**src/rtl/clock_pkg.sv**
```systemverilog
// Shared types and constants for the alarm-clock front panel.
package clock_pkg;

  // Packed time word: hours, minutes, seconds (17 bits in total).
  typedef struct packed {
    logic [4:0] hours;
    logic [5:0] minutes;
    logic [5:0] seconds;
  } time_t;

  localparam int TIME_W_DEF = $bits(time_t);

  // Mode indices with a fixed meaning; further modes follow these.
  localparam int MODE_CLOCK = 0;
  localparam int MODE_ALARM = 1;

  // Per-button hold-to-repeat state.
  typedef enum logic [1:0] {
    IDLE   = 2'd0,
    HOLD   = 2'd1,
    REPEAT = 2'd2,
    LOCKED = 2'd3
  } rpt_state_e;

endpackage

```
**src/rtl/btn_repeat.sv**
```systemverilog
// Converts one debounced button level into a press pulse followed by
// auto-repeat pulses while the button stays down. A lock request (mode
// advance) while the button is down suppresses pulses until release.
module btn_repeat
  import clock_pkg::*;
#(
  parameter int HOLD_CYCLES   = 1024,
  parameter int REPEAT_CYCLES = 256
) (
  input  logic clk,
  input  logic reset,
  input  logic in_signal,
  input  logic lock,
  output logic pulse
);

  localparam int CNT_MAX = (HOLD_CYCLES > REPEAT_CYCLES) ? HOLD_CYCLES : REPEAT_CYCLES;
  localparam int CNT_W   = $clog2(CNT_MAX);
  localparam logic [CNT_W-1:0] HOLD_LAST = CNT_W'(HOLD_CYCLES - 1);
  localparam logic [CNT_W-1:0] RPT_LAST  = CNT_W'(REPEAT_CYCLES - 1);

  rpt_state_e       state_q, state_d;
  logic [CNT_W-1:0] cnt_q, cnt_d;
  logic             prev_q, prev_d;
  logic             rise;
  logic             pulse_c;

  // The pulse is produced here combinationally; the top registers it
  // together with the routing so every output still comes from a flop.
  assign pulse = pulse_c;

  // Next-state, counter and pulse decision for the repeat generator.
  always_comb begin
    state_d = state_q;
    cnt_d   = cnt_q;
    pulse_c = 1'b0;
    prev_d  = in_signal;
    rise    = in_signal & ~prev_q;
    if (!in_signal) begin
      // Release always wins, even over a counter that expires now.
      state_d = IDLE;
      cnt_d   = '0;
    end else if (lock) begin
      // Mode changed under a held button: wait for a fresh press.
      state_d = LOCKED;
      cnt_d   = '0;
    end else begin
      case (state_q)
        IDLE: begin
          if (rise) begin
            state_d = HOLD;
            cnt_d   = '0;
            pulse_c = 1'b1;
          end
        end
        HOLD: begin
          if (cnt_q == HOLD_LAST) begin
            state_d = REPEAT;
            cnt_d   = '0;
            pulse_c = 1'b1;
          end else begin
            cnt_d = cnt_q + 1'b1;
          end
        end
        REPEAT: begin
          if (cnt_q == RPT_LAST) begin
            cnt_d   = '0;
            pulse_c = 1'b1;
          end else begin
            cnt_d = cnt_q + 1'b1;
          end
        end
        LOCKED: begin
          state_d = LOCKED;
        end
        default: begin
          state_d = IDLE;
          cnt_d   = '0;
        end
      endcase
    end
  end

  // State register; edge history resets high so a button held through
  // reset is not mistaken for a new press.
  always_ff @(posedge clk) begin
    if (reset) begin
      state_q <= IDLE;
      cnt_q   <= '0;
      prev_q  <= 1'b1;
    end else begin
      state_q <= state_d;
      cnt_q   <= cnt_d;
      prev_q  <= prev_d;
    end
  end

endmodule

```
**src/rtl/multi_mode_router.sv**
```systemverilog
// Front-panel router: cycles the active mode, steers edit pulses to the
// active mode's consumer, selects its time for display and falls back to
// the clock mode after a period of inactivity.
module multi_mode_router
  import clock_pkg::*;
#(
  parameter int NUM_MODES      = 3,
  parameter int NUM_BTNS       = 2,
  parameter int TIME_W         = TIME_W_DEF,
  parameter int HOLD_CYCLES    = 1024,
  parameter int REPEAT_CYCLES  = 256,
  parameter int TIMEOUT_CYCLES = 2 ** 26,
  localparam int MODE_W        = (NUM_MODES > 2) ? $clog2(NUM_MODES) : 1
) (
  input  logic                          clk,
  input  logic                          reset,
  input  logic                          mode_btn,
  input  logic [NUM_BTNS-1:0]           in_edit_btns,
  input  logic [NUM_MODES*TIME_W-1:0]   times_in,
  output logic [NUM_MODES*NUM_BTNS-1:0] edit_pulses,
  output logic [MODE_W-1:0]             mode,
  output logic [TIME_W-1:0]             display_time,
  output logic                          timeout_evt
);

  localparam int TO_W = $clog2(TIMEOUT_CYCLES);
  localparam logic [TO_W-1:0]   TMO_LAST   = TO_W'(TIMEOUT_CYCLES - 2);
  localparam logic [MODE_W-1:0] MODE_LAST  = MODE_W'(NUM_MODES - 1);
  localparam logic [MODE_W-1:0] MODE_HOME  = MODE_W'(MODE_CLOCK);

  logic                          mode_prev_q, mode_prev_d;
  logic [MODE_W-1:0]             mode_q, mode_d;
  logic [TO_W-1:0]               tmo_cnt_q, tmo_cnt_d;
  logic                          tmo_evt_q, tmo_evt_d;
  logic [NUM_MODES*NUM_BTNS-1:0] edit_q, edit_d;
  logic [NUM_BTNS-1:0]           btn_pulse;
  logic                          mode_rise;
  logic                          tmo_hit;
  logic                          mode_adv;

  for (genvar b = 0; b < NUM_BTNS; b++) begin : g_btn
    btn_repeat #(
      .HOLD_CYCLES  (HOLD_CYCLES),
      .REPEAT_CYCLES(REPEAT_CYCLES)
    ) u_rpt (
      .clk      (clk),
      .reset    (reset),
      .in_signal(in_edit_btns[b]),
      .lock     (mode_adv),
      .pulse    (btn_pulse[b])
    );
  end

  // Mode stepping: a mode_btn edge advances, an expired inactivity count
  // returns home. The timeout test looks only at the counter so the lock
  // fed to the generators never depends on their own pulses; the counter
  // is cleared by every pulse, so a pulse and a timeout cannot coincide
  // unless HOLD_CYCLES exceeds the timeout.
  always_comb begin
    mode_prev_d = mode_btn;
    mode_rise   = mode_btn & ~mode_prev_q;
    tmo_hit     = ~mode_rise & (mode_q != MODE_HOME) & (tmo_cnt_q == TMO_LAST);
    mode_adv    = mode_rise | tmo_hit;
    tmo_evt_d   = tmo_hit;
    mode_d      = mode_q;
    if (tmo_hit) begin
      mode_d = MODE_HOME;
    end else if (mode_rise) begin
      mode_d = (mode_q == MODE_LAST) ? '0 : mode_q + 1'b1;
    end
  end

  // Inactivity counter and edit-pulse routing into the current mode slice.
  always_comb begin
    tmo_cnt_d = tmo_cnt_q + 1'b1;
    if (mode_rise || (|btn_pulse) || (mode_q == MODE_HOME) || tmo_hit) begin
      tmo_cnt_d = '0;
    end
    edit_d = '0;
    edit_d[int'(mode_q)*NUM_BTNS +: NUM_BTNS] = btn_pulse;
  end

  // Registered control state and outputs.
  always_ff @(posedge clk) begin
    if (reset) begin
      mode_prev_q <= 1'b1;
      mode_q      <= MODE_HOME;
      tmo_cnt_q   <= '0;
      tmo_evt_q   <= 1'b0;
      edit_q      <= '0;
    end else begin
      mode_prev_q <= mode_prev_d;
      mode_q      <= mode_d;
      tmo_cnt_q   <= tmo_cnt_d;
      tmo_evt_q   <= tmo_evt_d;
      edit_q      <= edit_d;
    end
  end

  assign mode         = mode_q;
  assign edit_pulses  = edit_q;
  assign timeout_evt  = tmo_evt_q;
  assign display_time = times_in[int'(mode_q)*TIME_W +: TIME_W];

endmodule

```
**config.mk**
```make
export PLATFORM = sky130hd
export DESIGN_NAME = multi_mode_router
export DESIGN_NICKNAME = d
export VERILOG_FILES = /design/src/rtl/clock_pkg.sv /design/src/rtl/btn_repeat.sv /design/src/rtl/multi_mode_router.sv
export SDC_FILE = /design/constraint.sdc
export NUM_CORES = 1
export LEC_CHECK = 0
export CAP_MARGIN = 15
export CORE_ASPECT_RATIO = 2
export CORE_UTILIZATION = 50
export DETAILED_ROUTE_END_ITERATION = 12
export PLACE_DENSITY_LB_ADDON = 0.12
export SETUP_SLACK_MARGIN = 0.05
export SLEW_MARGIN = 20
export SYNTH_ARGS = -nofsm -noshare
export SYNTH_HDL_FRONTEND = slang
export SYNTH_SLANG_ARGS = --single-unit
```
**constraint.sdc**
```tcl
create_clock -name clk -period 3.1 [get_ports clk]
set_clock_uncertainty 0.05 [all_clocks]
set_input_delay 0.62 -clock clk [delete_from_list [all_inputs] [get_ports clk]]
set_output_delay 0.62 -clock clk [all_outputs]
set_load 0.05 [all_outputs]
```
==> flow_summary.ini <==
[synthesis]
synth_edf_count = 0
ys_types = 52
synthTopCellsByCount = nor2_1, dfxtp_1, nand2_1
synth_area_leader_cell = dfxtp_1
syn_inst = 419
synth_top_flop_cell = dfxtp_1
avgSynthCellArea_um2 = 8.36
ys_seq_area_frac = 0.354
synth.top_cells.by_area = dfxtp_1, nor2_1, ha_1
yosysMostFrequentCell = nor2_1
synthDominantCellAreaShare = 0.354
syn-cell-area_mm2 = 0.00350
ys_seq_elements = 62
synth_nets = 491
synthArstFlopShare = 0
yosysWarningCount = 0

[min_path]
worstHoldPathType = register to register
min_from = tmo_cnt_q[0]$_SDFF_PP0_

[cells_and_area]
fin_nets = 576
diodes = 0
final_util = 0.724
areaGrowthSynthToFinish_pct = 37.8
fin_cells = 596
design_area_mm2 = 0.00483
final_layout_size_suffix_gt1_frac = 0.100

[timing]
layout_setup_ws_ps = 443
worstMarginPinSlew_ps = 695
tns_ps = 0
timing.hold.ws_ps = 432
finalSetupViolCount = 0
fin_crit_sh = 0.857
fmax_mhz = 376
period_needed_ps = 2660
hold_viol = 0
grt_setup_unrepaired = no
slew_viol_final = 0
slew_headroom = 0.532

[setup_path]
crit_type = register to output port
rr_startpoint = mode[0]$_SDFFE_PP0N_
cp_max_fo = 18
arrival_ps = 1990
max_stage_delay_ps = 880
startpoint = mode[0]$_SDFFE_PP0N_
path_cells = buf_4 -> clkdlybuf4s50_1
worstPathRequired_ps = 2430
worst_setup_path_start_kind = register
cp_top_family = buffers and inverters
cp_num_buf_inv = 2
crit_path_top_delay_cell = clkdlybuf4s50_1
crit_path_end_kind = output port

[routing]
first_iter_violations = 204
dr.pass1.iters = 6
routedWlPerCell_um = 14.8
remaining_drc_errors = 0
ant_nets = 0
wl_um = 8840
viasPerCell = 5.54
vias = 3301

[cts]
cts_num_sinks = 62
clk_pin_slew_worst_paths_ps = 50
cts_root_buf = clkbuf_16
worstSkewPairLatency_ps = 320
cts_buffer_depth = 2
hold_buffers = 0
cts_made_buffers = 9
htreeDepth = 3
postCtsSetupRepairBufs = 0
cts_tree = yes
ctsResizeCount = 0

[power]
power.leakage_nw = 1.72
totalPowerFinal_mw = 2.09
power_density_mw_per_mm2 = 433
worst_ir_drop_vdd_v = 0.000445

[grt]
grt_overflow = 0
antenna_found_initial = 0
grt_pass1_wl_um = 14500
grt_max_degree = 27
track_usage = 0.258
grt_pass1_vias = 3262

[place]
placed_cells = 581
routabilityCongestion = 0.829
dpl_cell_area_mm2 = 0.00456
pre_cts_slack_ps = 613
hpwl_um = 6680
port_buffers = 81

[status]
status = complete, no violations

[run]
drv_cap = 0

[die]
start_util = 0.525
pin_count = 82
die_area_mm2 = 0.00737
die_h_um = 120
rows = 42
die_x_um = 61.2
core_area_mm2 = 0.00667
cell families (layout without fill, tap and decap cells):
logic type               after synthesis  after routing  synth area share
flip-flops                            62             62             0.354
XOR/XNOR                              30             30            0.0750
AO/OA/AOI/OAI                         66             66             0.125
adder cells (fa/ha/maj)               16             16            0.0571
buffers and inverters                 23            112            0.0314
AND/OR/NAND/NOR                      202            202             0.300
multiplexers                          20             20            0.0578
area by class of cell:
cell class              count  area (µm²)
clock buffers              14         264
clock inverters             1        5.00
fillers                   539        1840
inverters                  12        45.0
multi-input cells         334        2150
flip-flops and latches     62        1240
well taps                  88         110
repair buffers             85        1010
power by group:
part           internal (mW)  switching (mW)  total [mW]
registers              0.807         0.00736       0.814
logic                  0.187           0.191       0.378
clock network          0.578           0.319       0.897
total                   1.57           0.518        2.09
routing by layer:
layer	wire, µm	vias up	GRT usage
li1	-	1656	-
met1	3240	1548	0.263
met2	5060	72	0.470
met3	249	25	0.0503
met4	300	0	0.126
met5	0	-	0
cells in the final DEF, fill, tap and decap left out, types with 3 or more instances in the layout:
cell	instances
or2_2	4
nor4_1	3
xnor2_1	9
a22oi_1	4
dfxtp_1	62
ha_1	16
nand2b_1	4
a21oi_1	10
inv_1	12
nor3_1	8
and4_1	7
nand2_1	39
and3_1	7
xor2_1	21
nand3_1	27
a31oi_1	8
o21ai_1	11
nor2b_1	9
clkbuf_16	9
nand4_1	12
clkbuf_1	3
nor2_1	64
clkdlybuf4s50_1	64
o21ai_0	17
mux2i_1	18
buf_12	17
buf_4	4
flip-flops by register name (all words and copies together) (netlist names):
name / flops
edit_pulses: 6
g_btn.u_rpt.cnt_q: 20
g_btn.u_rpt.prev_q: 2
g_btn.u_rpt.state_q: 4
mode: 2
mode_prev_q: 1
timeout_evt: 1
tmo_cnt_q: 26
worst paths after layout:
check                             endpoint  slack [ps]  cells after the start
setup / recovery                   mode[0]         440                      2
setup reg to reg  tmo_cnt_q[12]$_SDFF_PP0_         770                      8
hold / removal     tmo_cnt_q[0]$_SDFF_PP0_         430                      1
hold reg to reg    tmo_cnt_q[0]$_SDFF_PP0_         430                      1
Note: power is estimated with default switching activity, not from simulation.
